$ cat config.mk
export PLATFORM = sky130hd
export DESIGN_NAME = wb_rr_arb4
export DESIGN_NICKNAME = d
export VERILOG_FILES = /design/src/rtl/wb_rr_arb4.sv
export SDC_FILE = /design/constraint.sdc
export NUM_CORES = 1
export LEC_CHECK = 0
export CELL_PAD_IN_SITES_DETAIL_PLACEMENT = 0
export CELL_PAD_IN_SITES_GLOBAL_PLACEMENT = 1
export CORE_MARGIN = 3
export CORE_UTILIZATION = 28
export DETAILED_ROUTE_END_ITERATION = 6
export GPL_TIMING_DRIVEN = 0
export PLACE_DENSITY = 0.67
export SYNTH_ARGS = -nofsm -noshare
export SYNTH_HDL_FRONTEND = slang
export SYNTH_SLANG_ARGS = --single-unit
$ cat constraint.sdc
create_clock -name sys_clk -period 1.4 [get_ports sys_clk]
set_clock_uncertainty 0.05 [all_clocks]
set_input_delay 0.21 -clock sys_clk [delete_from_list [all_inputs] [get_ports sys_clk]]
set_output_delay 0.21 -clock sys_clk [all_outputs]
set_load 0.005 [all_outputs]
$ cat src/rtl/wb_rr_arb4.sv
// Four-master round-robin Wishbone arbiter for the shared conbus, holding each grant for the full cycle.
// Define ARB_TIMEOUT_EN to build the per-transaction watchdog (mask, to_ack, to_flag).
//
// state | meaning
// IDLE  | no owner, gnt = 0; picks the next eligible requester after `last`
// GRANT | owner gnt_id holds the bus until it drops req (or the watchdog fires)
module wb_rr_arb4 #(
    parameter int TIMEOUT_W = 8,
    parameter int TIMEOUT   = 255
) (
    input  logic       sys_clk,
    input  logic       sys_rst,
    input  logic [3:0] req,
    input  logic       bus_ack,
    output logic [3:0] gnt,
    output logic [1:0] gnt_id,
    output logic       gnt_valid,
    output logic       to_ack,
    output logic       to_flag,
    input  logic       to_clr
);

    typedef enum logic {IDLE, GRANT} state_t;

    state_t     state, state_n;
    logic [3:0] gnt_n;
    logic [1:0] gnt_id_n;
    logic [1:0] last, last_n;
    logic [3:0] elig;
    logic [1:0] sel;
    logic [1:0] idx;
    logic       sel_ok;
    logic       owner_req;
    logic       drop_gnt;

    assign owner_req = req[gnt_id];
    assign gnt_valid = |gnt;

`ifdef ARB_TIMEOUT_EN
    localparam logic [TIMEOUT_W-1:0] WD_LAST = TIMEOUT_W'(TIMEOUT - 1);

    logic [3:0]           mask, mask_n;
    logic [TIMEOUT_W-1:0] wd_cnt, wd_cnt_n;
    logic                 to_ack_n, to_flag_n;
    logic                 expire;

    assign elig     = req & ~mask;
    // A release in the same cycle as expiry is a normal release: no substitute ack.
    assign expire   = (state == GRANT) && owner_req && (wd_cnt == WD_LAST) && !bus_ack;
    assign drop_gnt = !owner_req || expire;
`else
    logic unused_wd_inputs;

    assign unused_wd_inputs = &{1'b0, bus_ack, to_clr};
    assign elig     = req;
    assign drop_gnt = !owner_req;
    assign to_ack   = 1'b0;
    assign to_flag  = 1'b0;
`endif

    // Rotating scan: first eligible index starting at last+1, wrapping.
    always_comb begin
        sel    = 2'd0;
        sel_ok = 1'b0;
        idx    = 2'd0;
        for (int k = 1; k <= 4; k++) begin
            idx = last + 2'(k);
            if (!sel_ok && elig[idx]) begin
                sel    = idx;
                sel_ok = 1'b1;
            end
        end
    end

    always_comb begin
        state_n  = state;
        gnt_n    = gnt;
        gnt_id_n = gnt_id;
        last_n   = last;
        case (state)
            IDLE: begin
                if (sel_ok) begin
                    state_n  = GRANT;
                    gnt_n    = 4'b0001 << sel;
                    gnt_id_n = sel;
                    last_n   = sel;
                end
            end
            GRANT: begin
                if (drop_gnt) begin
                    state_n = IDLE;
                    gnt_n   = 4'b0000;
                end
            end
            default: begin
                state_n = IDLE;
                gnt_n   = 4'b0000;
            end
        endcase
    end

    always_ff @(posedge sys_clk or posedge sys_rst) begin
        if (sys_rst) begin
            state  <= IDLE;
            gnt    <= 4'b0000;
            gnt_id <= 2'd0;
            last   <= 2'd3;
        end else begin
            state  <= state_n;
            gnt    <= gnt_n;
            gnt_id <= gnt_id_n;
            last   <= last_n;
        end
    end

`ifdef ARB_TIMEOUT_EN
    always_comb begin
        mask_n    = mask & req;
        to_ack_n  = 1'b0;
        to_flag_n = to_flag & ~to_clr;
        if (state != GRANT || bus_ack) begin
            wd_cnt_n = '0;
        end else begin
            wd_cnt_n = wd_cnt + 1'b1;
        end
        // Set beats a simultaneous to_clr.
        if (expire) begin
            to_ack_n     = 1'b1;
            to_flag_n    = 1'b1;
            mask_n[gnt_id] = 1'b1;
            wd_cnt_n     = '0;
        end
    end

    always_ff @(posedge sys_clk or posedge sys_rst) begin
        if (sys_rst) begin
            mask    <= 4'b0000;
            wd_cnt  <= '0;
            to_ack  <= 1'b0;
            to_flag <= 1'b0;
        end else begin
            mask    <= mask_n;
            wd_cnt  <= wd_cnt_n;
            to_ack  <= to_ack_n;
            to_flag <= to_flag_n;
        end
    end
`endif

endmodule

==> results.tsv <==
metric	value	unit
outcome	complete, but fails checks	
failing checks	negative setup slack	
synth warn	0	
WL/cell	11.8	microns
crit end category	output port	
diodes inserted	0	
Yosys cell types	24	
Worst setup SP type	flip-flop	
r2r startpoint	last[0]	
H-tree depth	1	
vias	443	
most numerous cell in the Yosys netlist	dfrtp_1	
setup TNS	-489	ps
Die Footprint	2320	sq um
slowest CP cell	or4_1	
Longest Clk Path Bufs	2	
die height	48.2	microns
gpl congestion	0.756	
reg-to-reg slack, setup	-120	ps
crit path DAT	1270	ps
share of cells above drive strength 1	40.3	%
EDFF count, synth	0	
area share of the largest cell type after synthesis	35.2	%
syn_area_per_cell	10.4	sq um
clock tree root buffer cell	clkbuf_4	
global-route wire length before repair	1830	microns
DP Wirelength	820	microns
I/O pin cnt	17	
clock-pin slew on the worst setup and hold paths	60	ps
Final Hold Fails	0	
cell count after synthesis	48	
Leakage	0.365	nW
Synth-to-Final Area Change	52.3	%
Final setup viols	6	
achievable frequency	0.653	GHz
Seq/Total Area, Yosys	45.7	%
worst reg-to-reg path cell count	4	
Cell Chain, Critical Path	or4_1 > buf_2	
Vias per Instance	4.61	
reg-to-reg endpoint	gnt[3]	
ys async rst share	100	%
CP bufs+invs	1	
Post-DP Area	652	sq um
CP Depth	2	
initial core utilization	31.2	%
Synth top cells by count	dfrtp_1 (7), nand2_1 (6), a21oi_1 (4), nor2_1 (3)	
Max Cap Viol	0	
critical path's largest stage delay	500	ps
RSZ-0062 raised after global routing	yes	
GRT Residual Overflow	0	
tightest hold margin	146	ps
critical path launch point	gnt[3]	
CP Class	reg2out	
Power Total	1.58	mW
initial antenna violation count	0	
synthesized area	498	sq um
HP Class	in2async	
main flop type after synthesis	dfrtp_1	
Worst Path Max Fanout	2	
largest net degree at the start of global routing	10	
Synth area leaders	dfrtp_1 (35%), dfstp_2 (11%), mux4_2 (4.5%)	
Iteration-0 DRC Markers	6	
clk sinks	9	
Max VDD drop	1.19	mV
worst setup path endpoint	gnt_valid	
worst-skew pair later-pin latency	260	ps
number of global-route vias before repair	417	
Final Max Tran Viols	0	
drt pass-1 iters	4	
CTS Hold Bufs	0	
# nets final	81	
fin worst setup slack	-132	ps
FF+latch count, synth	9	
Min Clock Period, post-route	1530	ps
DRT Wirelength	1130	microns
Total GRT Usage	11.6	%
post-route ant nets	0	
row count	14	
Critical Path RT	1140	ps
CTS tree	done	
largest area contributor in the netlist	dfrtp_1	
final instance area	758	sq um
core footprint	1590	sq um
Num CTS Buffers	3	
family with the most delay on the worst path	simple AND/OR/NAND/NOR gates	
number of buffers added on ports	12	
DRC Markers	0	
crit share post-route	109	%
power per cell area	2080	nW/um^2
DIE WIDTH	48.2	microns
## per-stage QoR
step / instances / setup WS [ps] / util [%]
floorplan: 49 / -117 / -
global placement: 85 / -595 / 40.9
detailed placement: 85 / -568 / 40.9
CTS: 94 / -141 / 44.8
global route: 96 / -197 / 47.6
finish: 96 / -132 / 47.6
## worst reg2reg max path: cells and delay by family (launching register included)
family / cells / cell delay, ps
AOI/OAI and AO/OA: 2 / 540
and+or+nand+nor: 2 / 290
DFF: 1 / 530
## area by class of cell
cell class	count	area, sq um
multi-input combinational	37	298
timing repair buffer	19	156
tap	24	30.0
inverter	1	3.75
fill	153	836
clock buffer	3	22.5
sequential	9	228
clock inverter	1	5.00
buffer	2	15.0
## power by group
| group | leakage (nW) | switching, mW | internal [mW] |
|---|---|---|---|
| clock network | 0.0177 | 0.0935 | 0.105 |
| registers | 0.109 | 0.120 | 0.411 |
| logic | 0.238 | 0.364 | 0.484 |
## routing by layer
layer	wire length, microns	global-route usage (%)	up-vias
met5	0	0	-
met3	51	7.01	2
met4	8	4.30	0
li1	-	-	224
met2	518	16.4	10
met1	553	14.5	207
## cells by family after synthesis
logic type	after synthesis	share of synthesized area (%)
AO/OA/AOI/OAI	14	20.4
buffers and inverters	3	3.77
flip-flops	9	45.7
AND/OR/NAND/NOR	18	19.9
multiplexers	3	9.55
other	1	0.753
## cell usage in the layout, fill, tap and decap left out, drive strengths merged, types with 3 or more instances in the layout
cell,n
nand2,6
a21oi,4
clkbuf,3
nor2,4
dlygate4sd2,9
dfrtp,7
buf,10
## timing repair
action / CTS / global route
gates cloned: 0 / 0
setup endpoints to repair: 16 / 10
gates resized for setup: 18 / 5
setup buffers: 5 / 2
pin swaps: 1 / 2
## flip-flops by register name (all words and copies together) (netlist names)
name and cells:
gnt 4, gnt_id 2, last 2, state 1
## worst min-delay path by stage
stage	startpoint	endpoint
3_5_place_dp	sys_rst	gnt[2]
6_report	sys_rst	gnt[2]
2_1_floorplan	sys_rst	gnt[0]
3_3_place_gp	sys_rst	gnt[2]
5_1_grt	sys_rst	gnt[2]
4_1_cts	sys_rst	gnt[2]
(Power assumes the default switching activity.)
